===== src/rtl/cascade_counter_bank.sv =====
// cascade_counter_bank: a bank of CH cascaded modulo-MODULUS counters.
// Stage 0 is least significant. The bank advances from a prescaled
// free-run tick or, while stopped, from a debounced-by-sync pushbutton step.
// Supports up/down counting, a clamped per-stage load, and a carry pulse
// after a full-bank wrap.

module cascade_stage #(
    parameter int WIDTH   = 5,
    parameter int MODULUS = 24
) (
    input  logic             ck,
    input  logic             clr,
    input  logic             ctrl,
    input  logic             en,
    input  logic             ld,
    input  logic [WIDTH-1:0] ld_val,
    output logic [WIDTH-1:0] cnt,
    output logic             term
);
    localparam logic [WIDTH-1:0] MAXV = WIDTH'(MODULUS - 1);

    // Terminal value depends on direction: top of range going up, zero going down.
    assign term = ctrl ? (cnt == '0) : (cnt == MAXV);

    // Load wins over advance; advance wraps within 0..MODULUS-1.
    always_ff @(posedge ck or posedge clr) begin
        if (clr) begin
            cnt <= '0;
        end else if (ld) begin
            cnt <= ld_val;
        end else if (en) begin
            if (ctrl) cnt <= (cnt == '0)  ? MAXV : cnt - WIDTH'(1);
            else      cnt <= (cnt == MAXV) ? '0  : cnt + WIDTH'(1);
        end
    end
endmodule

module cascade_counter_bank #(
    parameter  int CH      = 3,
    parameter  int WIDTH   = 5,
    parameter  int MODULUS = 24,
    parameter  int DIV     = 4,
    localparam int SELW    = (CH > 1) ? $clog2(CH) : 1
) (
    input  logic                ck,
    input  logic                clr,
    input  logic                stop,
    input  logic                ctrl,
    input  logic                load,
    input  logic [SELW-1:0]     load_sel,
    input  logic [WIDTH-1:0]    load_val,
    input  logic                key_n,
    output logic [CH*WIDTH-1:0] count,
    output logic                carry,
    output logic                running
);
    localparam int               PW    = (DIV > 1) ? $clog2(DIV) : 1;
    localparam logic [PW-1:0]    PLAST = PW'(DIV - 1);
    localparam logic [WIDTH-1:0] MAXV  = WIDTH'(MODULUS - 1);

    logic [PW-1:0]               psc;
    logic                        tick;
    logic                        s1, s2, p;
    logic                        step;
    logic                        adv;
    logic                        adv_eff;
    logic [WIDTH-1:0]            ld_clamp;
    logic [CH-1:0]               en;
    logic [CH-1:0]               ld_hit;
    logic [CH-1:0]               term;
    logic [CH-1:0][WIDTH-1:0]    cnt;

    // Prescaler runs only while free-running and holds its phase when stopped.
    always_ff @(posedge ck or posedge clr) begin
        if (clr)        psc <= '0;
        else if (!stop) psc <= (psc == PLAST) ? '0 : psc + PW'(1);
    end

    assign tick = !stop && (psc == PLAST);

    // Two-flop synchroniser plus a history flop for falling-edge detection;
    // all idle high so reset never fabricates a step.
    always_ff @(posedge ck or posedge clr) begin
        if (clr) begin
            s1 <= 1'b1;
            s2 <= 1'b1;
            p  <= 1'b1;
        end else begin
            s1 <= key_n;
            s2 <= s1;
            p  <= s2;
        end
    end

    assign step     = p & ~s2;
    assign adv      = tick | (step & stop);
    // A load in the same cycle swallows the advance entirely.
    assign adv_eff  = adv & ~load;
    assign ld_clamp = (load_val > MAXV) ? MAXV : load_val;

    for (genvar k = 0; k < CH; k++) begin : g_stage
        assign ld_hit[k] = load && (load_sel == SELW'(k));
        if (k == 0) begin : g_lsb
            assign en[k] = adv_eff;
        end else begin : g_upper
            assign en[k] = adv_eff & (&term[k-1:0]);
        end
        cascade_stage #(.WIDTH(WIDTH), .MODULUS(MODULUS)) u_stage (
            .ck     (ck),
            .clr    (clr),
            .ctrl   (ctrl),
            .en     (en[k]),
            .ld     (ld_hit[k]),
            .ld_val (ld_clamp),
            .cnt    (cnt[k]),
            .term   (term[k])
        );
    end

    assign count = cnt;

    // Carry flags an advance that rolled every stage; running mirrors stop.
    always_ff @(posedge ck or posedge clr) begin
        if (clr) begin
            carry   <= 1'b0;
            running <= 1'b0;
        end else begin
            carry   <= adv_eff & (&term);
            running <= ~stop;
        end
    end
endmodule


===== config.mk =====
export PLATFORM = sky130hd
export DESIGN_NAME = cascade_counter_bank
export DESIGN_NICKNAME = d
export VERILOG_FILES = /design/src/rtl/cascade_counter_bank.sv
export SDC_FILE = /design/constraint.sdc
export NUM_CORES = 1
export LEC_CHECK = 0
export ABC_CLOCK_PERIOD_IN_PS = 4050
export CAP_MARGIN = 20
export CORE_ASPECT_RATIO = 1.1
export CORE_MARGIN = 4
export CORE_UTILIZATION = 53
export DETAILED_ROUTE_END_ITERATION = 10
export PLACE_DENSITY = 0.8
export SLEW_MARGIN = 5
export SYNTH_ARGS = -nofsm -noshare
export SYNTH_HDL_FRONTEND = slang
export SYNTH_SLANG_ARGS = --single-unit

===== constraint.sdc =====
create_clock -name ck -period 4.05 [get_ports ck]
set_clock_uncertainty 0.15 [all_clocks]
set_input_delay 0.81 -clock ck [delete_from_list [all_inputs] [get_ports ck]]
set_output_delay 0.81 -clock ck [all_outputs]
set_load 0.02 [all_outputs]

# ---- Word level (Yosys, flattened, before mapping)
# Cells that the tools add are included.
dict set report word_totals {
  latch_bits 0
  n_memories 0
  mem_bits_ro 0
  word_cells 67
  regBits 22
  ramBits 0
  in_bits 13
  output_inout_bits 17
}
dict set report op_classes {
  bitwise 10
  mul 0
  shift 0
  reduce_logical 14
  magnitude_cmp 1
  n_eq_ne 6
  n_div 0
  n_mux 20
  add_sub_neg 7
}
# op n
set op_table {}
lappend op_table {{two-way mux 5 bit} 16}
lappend op_table {{adder 5 x 1 -> 5 bit, second input constant} 3}
lappend op_table {{equality test 5 bit, second input constant} 3}
lappend op_table {{logical NOT 5 bit} 3}
lappend op_table {{subtractor 5 x 1 -> 5 bit, second input constant} 3}
lappend op_table {{AND 1 bit} 6}
lappend op_table {{nonzero test 2 bit} 3}
lappend op_table {{> comparator 5 bit, second input constant} 1}
lappend op_table {{equality test 2 bit, second input constant} 2}
lappend op_table {{logical AND 1 bit} 4}
lappend op_table {{two-way mux 1 bit} 3}
lappend op_table {{inverter 1 bit} 3}
lappend op_table {{AND reduction 3 bit} 1}
lappend op_table {{adder 2 x 1 -> 2 bit, second input constant} 1}
lappend op_table {{equality test 2 x 1 -> 1 bit, second input constant} 1}
lappend op_table {{logical NOT 2 bit} 1}
lappend op_table {{two-way mux 2 bit} 1}
lappend op_table {{AND reduction 2 bit} 1}
lappend op_table {{logical NOT 1 bit} 1}
lappend op_table {{bitwise OR 1 bit} 1}

# ---- Longest topological paths before layout
# Gate-level depths: netlist (run 1).
dict set report depth {
  depth_word 8
  mapped_depth 8
  mapped_depth_nobuf 7
}

# ---- Cells and area by module
# From an unflattened synthesis (run 1), not the netlist that was laid out.
dict set report unflattened {
  hier_cells 185
  hier_area_um2 1706.6
}
# module cells_per_inst seq_area_each_um2 instances area_per_inst_um2
set modules_own_cells {}
lappend modules_own_cells {cascade_stage 51 125.1 3 457.9}
lappend modules_own_cells {cascade_counter_bank 32 178.9 1 332.8}

# ---- Worst setup path before layout (run 1)
# Ideal clock, no wire load.
dict set report synth_timing {
  path_kind {input -> register}
  from {input load}
  to {register g_stage[2].u_stage.cnt[1]}
  t_arrival_ns 2.167
  setup_time_ns 0.079
  setup_slack_ns 1.654
  n_path_buf 1
  stages 6
  required_ns 3.821
  path_cell_list {and4bb_4 o221ai_4 or3_1 buf_6 mux2_4 mux2i_1}
}
dict set report synth_between {
  elab_chain_len 4
  word_cells_on_any_way 6
  cone_classes {1 x mux; 3 x bitwise; 2 x reduce/logical}
}
# element line
set synth_rtl {}
lappend synth_rtl {{from (decl)} 49} ;# input logic load,
lappend synth_rtl {{inverter 1 bit} 98} ;# assign adv_eff = adv & ~load;
lappend synth_rtl {{AND 1 bit} 98}
lappend synth_rtl {{AND 1 bit} 106} ;# assign en[k] = adv_eff & (&term[k-1:0]);
lappend synth_rtl {{nonzero test 2 bit (no line)} -}
lappend synth_rtl {{to (signal assigned)} 30} ;# cnt <= ld_val;
lappend synth_rtl {{to (signal assigned)} 32} ;# if (ctrl) cnt <= (cnt == '0) ? MAXV : cnt - WIDTH'(1);
lappend synth_rtl {{to (signal assigned)} 33} ;# else cnt <= (cnt == MAXV) ? '0 : cnt + WIDTH'(1);
lappend synth_rtl {{to (decl)} 17} ;# output logic [WIDTH-1:0] cnt,
# Several ways; a longest one is shown, not always the timed one.
# A chain may end at the register's enable or synchronous reset.

# ---- Worst setup path after layout (run 1)
dict set report layout_timing {
  from {input ctrl}
  to {register g_stage[2].u_stage.cnt[3]}
}
dict set report layout_between {
  elab_chain_len 4
  word_cells_on_any_way 8
  cone_classes {5 x mux; 1 x bitwise; 2 x reduce/logical}
}
# element line
set layout_rtl {}
lappend layout_rtl {{from (decl)} 48} ;# input logic ctrl,
lappend layout_rtl {{two-way mux 1 bit} 23} ;# assign term = ctrl ? (cnt == '0) : (cnt == MAXV);
lappend layout_rtl {{AND reduction 2 bit} 106}
lappend layout_rtl {{AND 1 bit} 106}
lappend layout_rtl {{nonzero test 2 bit (no line)} -}
# Several ways; a longest one is shown, not always the timed one. The select of a mux whose other input is x is not followed.

==> results by stage, run 1 <==
Logic synthesis:
- Sorting the synthesized cells by area gives the leading types as sky130_fd_sc_hd__dfrtp_1 28%, sky130_fd_sc_hd__ha_1 5.2%, sky130_fd_sc_hd__dfstp_2 4.7%.
- sky130_fd_sc_hd__dfrtp_1 takes more of the synthesized area than any other cell.
- The main flop type after synthesis is sky130_fd_sc_hd__dfrtp_1.
- By instance count, the leading cell after synthesis is sky130_fd_sc_hd__dfrtp_1.
- By count the netlist is led by 19 x sky130_fd_sc_hd__dfrtp_1, 18 x sky130_fd_sc_hd__nand2_1, 14 x sky130_fd_sc_hd__a21oi_1, 14 x sky130_fd_sc_hd__inv_1, 10 x sky130_fd_sc_hd__o21ai_0.
- Sequential cells were found to cover 33.0% of the synthesized design area.
- The count of mapped cells out of synthesis is 185.
- The post-synth net total is 205.
- The area share of the largest cell type after synthesis is 28.3%.
- The number of distinct library cells after synthesis is 54.
- Yosys mapped a number of flops with a built-in enable equal to 0.
- The Yosys step of the flow raised 0 warnings.
- The synthesis-stage register bit count is 22.
- The share of synthesized flip-flops with an asynchronous set or reset is 100%.
- The synthesized area per cell is 9.08 um^2.
- Summing every instance area after synthesis gives 1680 um^2.

Placement:
- The cell area after placement is 1960 um^2.
- The worst slack at placement is 0.751 ns.
- The count of input and output buffers is 29.
- Counting tap cells, the placed design contains a total of 241 instances.
- The HPWL reported at the end of detailed placement is 3090 um.
- The congestion estimate from routability-driven global placement came to 0.866.

Detailed routing:
- The remaining antenna violation count after routing is 0.
- The first detailed-routing pass ran for 5 iterations.
- After detailed routing, the number of vias per cell comes to 6.24.
- The post-detailed-route DRC marker count is 0.
- The detailed router finished its first iteration with 124 violations.
- The routed design has 4140 um of wire.
- The detailed router placed 1528 vias in this run.
- Dividing the detail-routed wire length by the instance count gives 16.9 um.

Critical path:
- The highest fanout seen on the critical path is 15.
- The critical path launch point type is an input pin.
- On the worst path, the slowest cell contributes a delay of 0.79 ns.
- The classification of the worst setup path is in -> reg.
- For the worst setup path, the data required time is 4.10 ns.
- The data arrival time of the critical path is 3.02 ns.
- The critical path capture point type is a flip-flop.
- The number of buffers and inverters on the critical path is 2.
- Walking the worst path, the cells encountered are clkdlybuf4s50_1, buf_4, or4b_2, a311o_1, nand3_1, a22oi_1.
- The slowest cell on the critical path is sky130_fd_sc_hd__clkdlybuf4s50_1.
- Broken down by cell family, the worst path's largest delay share belongs to buffers and inverters.

STA:
- The accumulated negative setup slack is 0 ns.
- The count of final hold-check violations came to 0.
- The slew at the pin closest to its max-slew limit is 0.848 ns.
- The worst hold slack is 0.221 ns.
- The worst pin sits at a relative slew slack of 43.4%.
- Setup violations remaining at the end of the flow were counted as 0.
- The maximum clock frequency is 0.337 GHz.
- The final critical path takes up 73.3% of the cycle.
- The time the worst path needs with I/O delays and setup is 2.97 ns.
- Across all setup checks in the final design, the least slack found is 1.08 ns.
- The final max-slew violation count is 0.
- Setup repair after global routing left no endpoint under its margin.

CTS:
- The number of cells upsized or downsized after cts is 0.
- The hold buffer count at CTS is 0.
- For this design, the sink count on the clock tree is 22.
- The number of clock buffers added by TritonCTS is 3.
- The number of setup buffers added after CTS is 0.
- After clock tree synthesis, the clock-pin slew on the worst setup and hold paths is 0.13 ns.
- The CTS tree is built.
- The longest clock path from root to sink contains 2 buffers.
- CTS built an H-tree with a depth of 1.
- The cell sitting at the root of the clock tree is a sky130_fd_sc_hd__clkbuf_4.
- For the worst-skew pair, the clock arrives at the later sink with an insertion delay of 0.31 ns.

Floorplan:
- The die covers 4140 um^2.
- The total I/O pin count is 30.
- The floorplan row count is 21.
- The region available for standard cell placement spans 3050 um^2.
- Measured along the y axis, the die boundary spans 67.1 um.
- The die span in x is 61.7 um.
- The starting density of the core is 55.1%.

Final layout:
- The final design instance area without fill is 2010 um^2.
- The share of cells above drive strength 1 is 9.95%.
- The sequential cell area is 554 um^2.
- Summing all multi-input logic gate instances after layout gives 987 um^2.
- The non-filler instance count after layout is 245.
- The share of the core filled with cells in the final layout is 66.0%.
- The post-synthesis to final-layout area growth is 19.7%.
- 0 antenna diodes ended up in the layout.
- The count of fill cells added during filler insertion is 250.
- The net total in the final layout is 232.

Global route:
- Entering global routing, the biggest net connects 23 pins.
- The number of global-route vias before repair is 1436.
- The global-route congestion overflow total is 0.
- The number of antenna violations at the first check in global routing came to 0.
- Global routing consumed, over all layers together, 22.0% of the routing resources.
- The first global-routing pass estimated 6930 um of wire.

Pwr:
- The share of total power dissipated in combinational logic is 46.9%.
- The leakage power total is 0.842 nW.
- The overall power consumption is 1.05 mW.
- Summed over all nets, the switching power comes to 0.420 mW.
- The maximum resistive drop on vdd is 0.385 mV.
- The clock network burns 16.4% of the power.
- Registers are responsible for 36.7% of the overall power.
- The power density normalized to cell area is 520 nW/um^2.
- The internal power is 0.626 mW.
- Net switching is 40.2% of the power.

Flow run:
- Max-cap violations in this run came to 0.

Min path:
- The worst min-delay path class is reg -> reg.

Outcome:
- The run finished with clean final reports.
[registers in the layout, indices dropped and copies added (netlist names)]
| signal | cells |
|---|---|
| psc | 2 |
| carry | 1 |
| s1 | 1 |
| p | 1 |
| running | 1 |
| s2 | 1 |
| g_stage.u_stage.cnt | 15 |
[cells by family (layout without fill, tap and decap cells)]
kind of cell | Yosys count | in the layout | share of synthesized area [%]
buffers and inverters | 24 | 50 | 8.26
and+or+nand+nor | 65 | 65 | 22.9
muxes | 9 | 9 | 5.88
adders and majority gates | 7 | 7 | 5.21
DFF | 22 | 22 | 33.0
xor gates and xnor gates | 5 | 5 | 2.61
AOI/OAI and AO/OA | 53 | 53 | 22.2
[worst reg2reg max path: stages (launching register included)]
cell	delay [ns]
sky130_fd_sc_hd__dfrtp_1	0.49
sky130_fd_sc_hd__inv_1	0.09
sky130_fd_sc_hd__ha_1	0.22
sky130_fd_sc_hd__and4bb_1	0.28
sky130_fd_sc_hd__o221ai_4	0.17
sky130_fd_sc_hd__or3_1	0.48
sky130_fd_sc_hd__mux2_4	0.33
sky130_fd_sc_hd__mux2i_1	0.13
[layout make-up]
type / instances / share of cell area, %
flip-flops and latches: 22 / 27.5
inverters: 15 / 3.48
multi-input cells: 139 / 49.1
clock inverters: 1 / 1.49
well taps: 34 / 2.11
clock buffers: 3 / 1.12
repair buffers: 31 / 15.2
[worst paths after layout]
path | slack [ns] | end | cells after the start | start
max | 1.08 | g_stage[2].u_stage.cnt[3] | 6 | ctrl
min | 0.22 | s2 | 0 | s1
max reg2reg | 1.65 | g_stage[2].u_stage.cnt[1] | 7 | g_stage[0].u_stage.cnt[0]
min reg2reg | 0.22 | s2 | 0 | s1
max in group asynchronous | 2.43 | g_stage[2].u_stage.cnt[2] | 2 | clr
min in group asynchronous | 0.80 | carry | 2 | clr
[per-layer routing]
| layer | part of all wire, % | wire length, um | track usage (%) |
|---|---|---|---|
| met2 | 51 | 2100 | 37.4 |
| met1 | 43 | 1790 | 28.7 |
| met3 | 4.2 | 174 | 2.52 |
| met4 | 1.7 | 72 | 6.10 |
| met5 | 0 | 0 | 0 |
[power groups by stage]
stage	registers [mW]	clock network [mW]	logic, mW
global route	0.401	0.181	0.540
CTS	0.382	0.173	0.490
floorplan	0.388	0	0.318
detailed placement	0.386	0	0.486
global placement	0.381	0	0.477
finish	0.384	0.172	0.490
[cells in the final DEF, fill, tap and decap left out, types with 3 or more instances in the layout]
cell                               n
sky130_fd_sc_hd__dfrtp_1          19
sky130_fd_sc_hd__xnor2_1           5
sky130_fd_sc_hd__o221ai_1          3
sky130_fd_sc_hd__nand3b_1          4
sky130_fd_sc_hd__clkbuf_4          3
sky130_fd_sc_hd__inv_1            14
sky130_fd_sc_hd__dfstp_2           3
sky130_fd_sc_hd__mux2i_1           5
sky130_fd_sc_hd__a21oi_1          14
sky130_fd_sc_hd__nand2_1          18
sky130_fd_sc_hd__nand3_1           4
sky130_fd_sc_hd__nor2_1            9
sky130_fd_sc_hd__ha_1              7
sky130_fd_sc_hd__o21ai_0          10
sky130_fd_sc_hd__nand2b_1          3
sky130_fd_sc_hd__o211ai_1          3
sky130_fd_sc_hd__a22oi_1           4
sky130_fd_sc_hd__nor3_1            5
sky130_fd_sc_hd__a21o_1            3
sky130_fd_sc_hd__clkdlybuf4s50_1  29
sky130_fd_sc_hd__nor2b_1           4
sky130_fd_sc_hd__mux2_2            3
Power figures use the tool's default switching activity.
==> run 2, diff against run 1 <==
--- a/config.mk
+++ b/config.mk
@@ -5,7 +5,7 @@
 export SDC_FILE = /design/constraint.sdc
 export NUM_CORES = 1
 export LEC_CHECK = 0
-export ABC_CLOCK_PERIOD_IN_PS = 4050
+export ABC_CLOCK_PERIOD_IN_PS = 2900
 export CAP_MARGIN = 20
 export CORE_ASPECT_RATIO = 1.1
 export CORE_MARGIN = 4
==> constraint.sdc (replaced) <==
create_clock -name ck -period 2.9 [get_ports ck]
set_clock_uncertainty 0.15 [all_clocks]
set_input_delay 0.58 -clock ck [delete_from_list [all_inputs] [get_ports ck]]
set_output_delay 0.58 -clock ck [all_outputs]
set_load 0.02 [all_outputs]
==> results by stage, run 2 (same netlist as run 1, synthesis figures left out) <==
Outcome:
- The run finished with clean final reports.

Detailed routing:
- The total wire length is 4120 um.
- The first routing iteration left 160 violations.
- In the final routing, the length of wire on met1 measures 1660 um.
- Routed signal wires occupy layers up through met4.
- The post-detailed-route DRC marker count is 0.
- The via density per instance is 6.23.
- The average wire per standard cell is 16.5 um.
- The total length of routed met3 wires is 201 um.
- The first TritonRoute pass finished after 4 iterations.
- The total length of routed met2 wires is 2130 um.
- The overall via count from detail_route is 1552.
- The remaining antenna violation count after routing is 0.

Global route:
- The number of antenna violations at the first check in global routing came to 0.
- The global-route wire length before repair is 6610 um.
- Summed over all layers, the global routing overflow is 0.
- The aggregate global-route resource usage is 21.4%.
- The number of global-route vias before repair was 1466.
- The largest net degree at the start of global routing is 23.

Final layout:
- For this run, the post-layout net count is 236.
- In the layout the commonest cells are 29 x sky130_fd_sc_hd__clkdlybuf4s50_1, 19 x sky130_fd_sc_hd__dfrtp_1, 18 x sky130_fd_sc_hd__nand2_1.
- The largest registers in the layout are g_stage.u_stage.cnt x15, psc x2.
- Compared with the post-synthesis result, the final layout area differs by 20.6%.
- The register ranked first by flip-flop count is g_stage.u_stage.cnt.
- The count of cells in the finished layout, fillers not included, comes to 249.
- The most common cell after layout, fill and taps aside is sky130_fd_sc_hd__clkdlybuf4s50_1.
- The number of inserted diodes is 0.
- The post-route netlist has 11.6% of its cells at a drive strength greater than 1.
- The register with the most flip-flops in the layout has 15 of them.
- Cells fill 66.5% of the core in the end.

Min path:
- In this run the worst hold path is classified as reg -> reg.

STA:
- Setup repair after global routing left no endpoint under its margin.
- The relative slew slack is 42.9%.
- In the final timing run, aggregate negative setup slack is 0 ns.
- Based on the critical path, the design can be clocked at up to 0.386 GHz.
- For the finished layout, the period the worst path requires is 2.59 ns.
- The final max-slew violation count came to 0.
- At the pin with the least slew margin, the transition time is 0.855 ns.
- The count of final hold-check violations is 0.
- Setup violations remaining at the end of the flow were counted as 0.
- In the finished design, the share of the clock period the worst path needs comes to 89.4%.

Floorplan:
- The floorplan step defined a die boundary enclosing 4140 um^2.
- The die span in x is 61.7 um.
- The standard cell core area is 3050 um^2.
- The floorplan row count is 21.
- The total I/O pin count is 30.
- The height of the chip is 67.1 um.
- The starting density of the core is 55.1%.

Pwr:
- The power density normalized to cell area is 692 nW/um^2.
- The power share of the clock group is 12.3%.
- Per report_power, the combinational group accounts for 49.4% of the total.
- The sequential cell fraction of total power is 38.3%.
- The leakage power total is 0.854 nW.
- For this design the total switching power over the nets is 0.586 mW.
- Net switching is 41.8% of the power.
- The internal portion of the total power is 0.816 mW.
- The maximum resistive drop on vdd is 0.577 mV.
- Overall power consumption after layout is estimated at 1.40 mW.

Critical path:
- Counting cells, the worst reg-to-reg path comes to 6.
- The worst endpoint required time is 3.00 ns.
- STA classifies the critical path startpoint as an input pin.
- Of all nets on the critical path, the largest fanout is 11.
- The data arrival time of the critical path is 2.69 ns.
- The startpoint of the lowest-slack register-to-register path is g_stage[0].u_stage.cnt[0].
- The worst register-to-register path has a setup slack of 0.56 ns.
- The endpoint of the most critical register-to-register path is g_stage[2].u_stage.cnt[1].
- The critical path capture point type is a flip-flop.
- The critical path starts at ctrl.
- The critical path ends at g_stage[2].u_stage.cnt[1].
- The setup path with the least slack is of type in -> reg.

Placement:
- The HPWL reported at the end of detailed placement is 3190 um.
- The placed cell count is 245.
- The routability congestion estimate from global placement is 0.896.
- The count of input and output buffers is 29.

CTS:
- In this run, post-CTS hold repair placed 0 buffers.
- For the worst-skew pair, the clock arrives at the later sink with an insertion delay of 0.31 ns.
- Counting along the longest clock path gives a buffer depth of 2.
- The number of clock buffers inserted by TritonCTS is 3.
- In this run the number of H-tree levels came out at 1.
- The clock sink count is 22.
- The tree is rooted in a sky130_fd_sc_hd__clkbuf_4.
- The clock-pin slew on the worst setup and hold paths is 0.12 ns.
- Buffers added to address setup during post-CTS repair amount to 0.
- The CTS tree is built.
- The number of cells upsized or downsized after cts is 0.

Flow run:
- The count of maximum capacitance violations is 0.
-- run 2: cell types whose count changed in the layout (fill, tap and decap cells not counted) --
cell | before | now
sky130_fd_sc_hd__bufinv_16 | 1 | 0
sky130_fd_sc_hd__buf_4 | 2 | 6
sky130_fd_sc_hd__clkbuf_8 | 0 | 1
-- run 2: stage by stage --
| step | setup WS [ns] | instance area, um^2 | hold slack [ns] |
|---|---|---|---|
| after floorplan | 0.590 | 1680 | 0.195 |
| after detailed placement | 0.00289 | 1990 | 0.197 |
| after CTS | 0.334 | 2030 | 0.215 |
| after global placement | 0.0733 | 1990 | 0.196 |
| after global routing | 0.235 | 2030 | 0.218 |
| final | 0.306 | 2030 | 0.214 |
-- run 2: power groups by stage --
stage / registers, mW / clock network, mW / logic (mW)
finish: 0.537 / 0.172 / 0.692
global route: 0.556 / 0.187 / 0.754
CTS: 0.535 / 0.176 / 0.694
detailed placement: 0.541 / 0 / 0.689
global placement: 0.529 / 0 / 0.661
floorplan: 0.542 / 0 / 0.445
-- run 2: metal layers --
layer | up-vias | GRT usage, %
met5 | - | 0
met4 | 0 | 9.81
met3 | 13 | 2.33
met2 | 56 | 37.2
met1 | 745 | 25.5
li1 | 738 | -
-- run 2: layout make-up --
| type | instances | area (um^2) |
|---|---|---|
| Clock buffer | 4 | 36.3 |
| Fill cell | 245 | 1020 |
| Inverter | 15 | 70.1 |
| Multi-Input combinational cell | 139 | 987 |
| Sequential cell | 22 | 554 |
| Tap cell | 34 | 42.5 |
| Timing Repair Buffer | 35 | 335 |
-- run 2: worst min path at each step --
stage,start,endpoint,depth (start not counted)
after floorplan,s1,s2,0
after global placement,s1,s2,0
after detailed placement,s1,s2,0
after CTS,s1,s2,0
after global routing,s1,s2,0
final,s1,s2,0
-- run 2: worst max-delay path: stages --
cell,delay (ns)
sky130_fd_sc_hd__clkdlybuf4s50_1,0.60
sky130_fd_sc_hd__buf_4,0.25
sky130_fd_sc_hd__nand4b_1,0.22
sky130_fd_sc_hd__o31a_2,0.17
sky130_fd_sc_hd__or3_1,0.41
sky130_fd_sc_hd__mux2_4,0.33
sky130_fd_sc_hd__mux2i_1,0.13
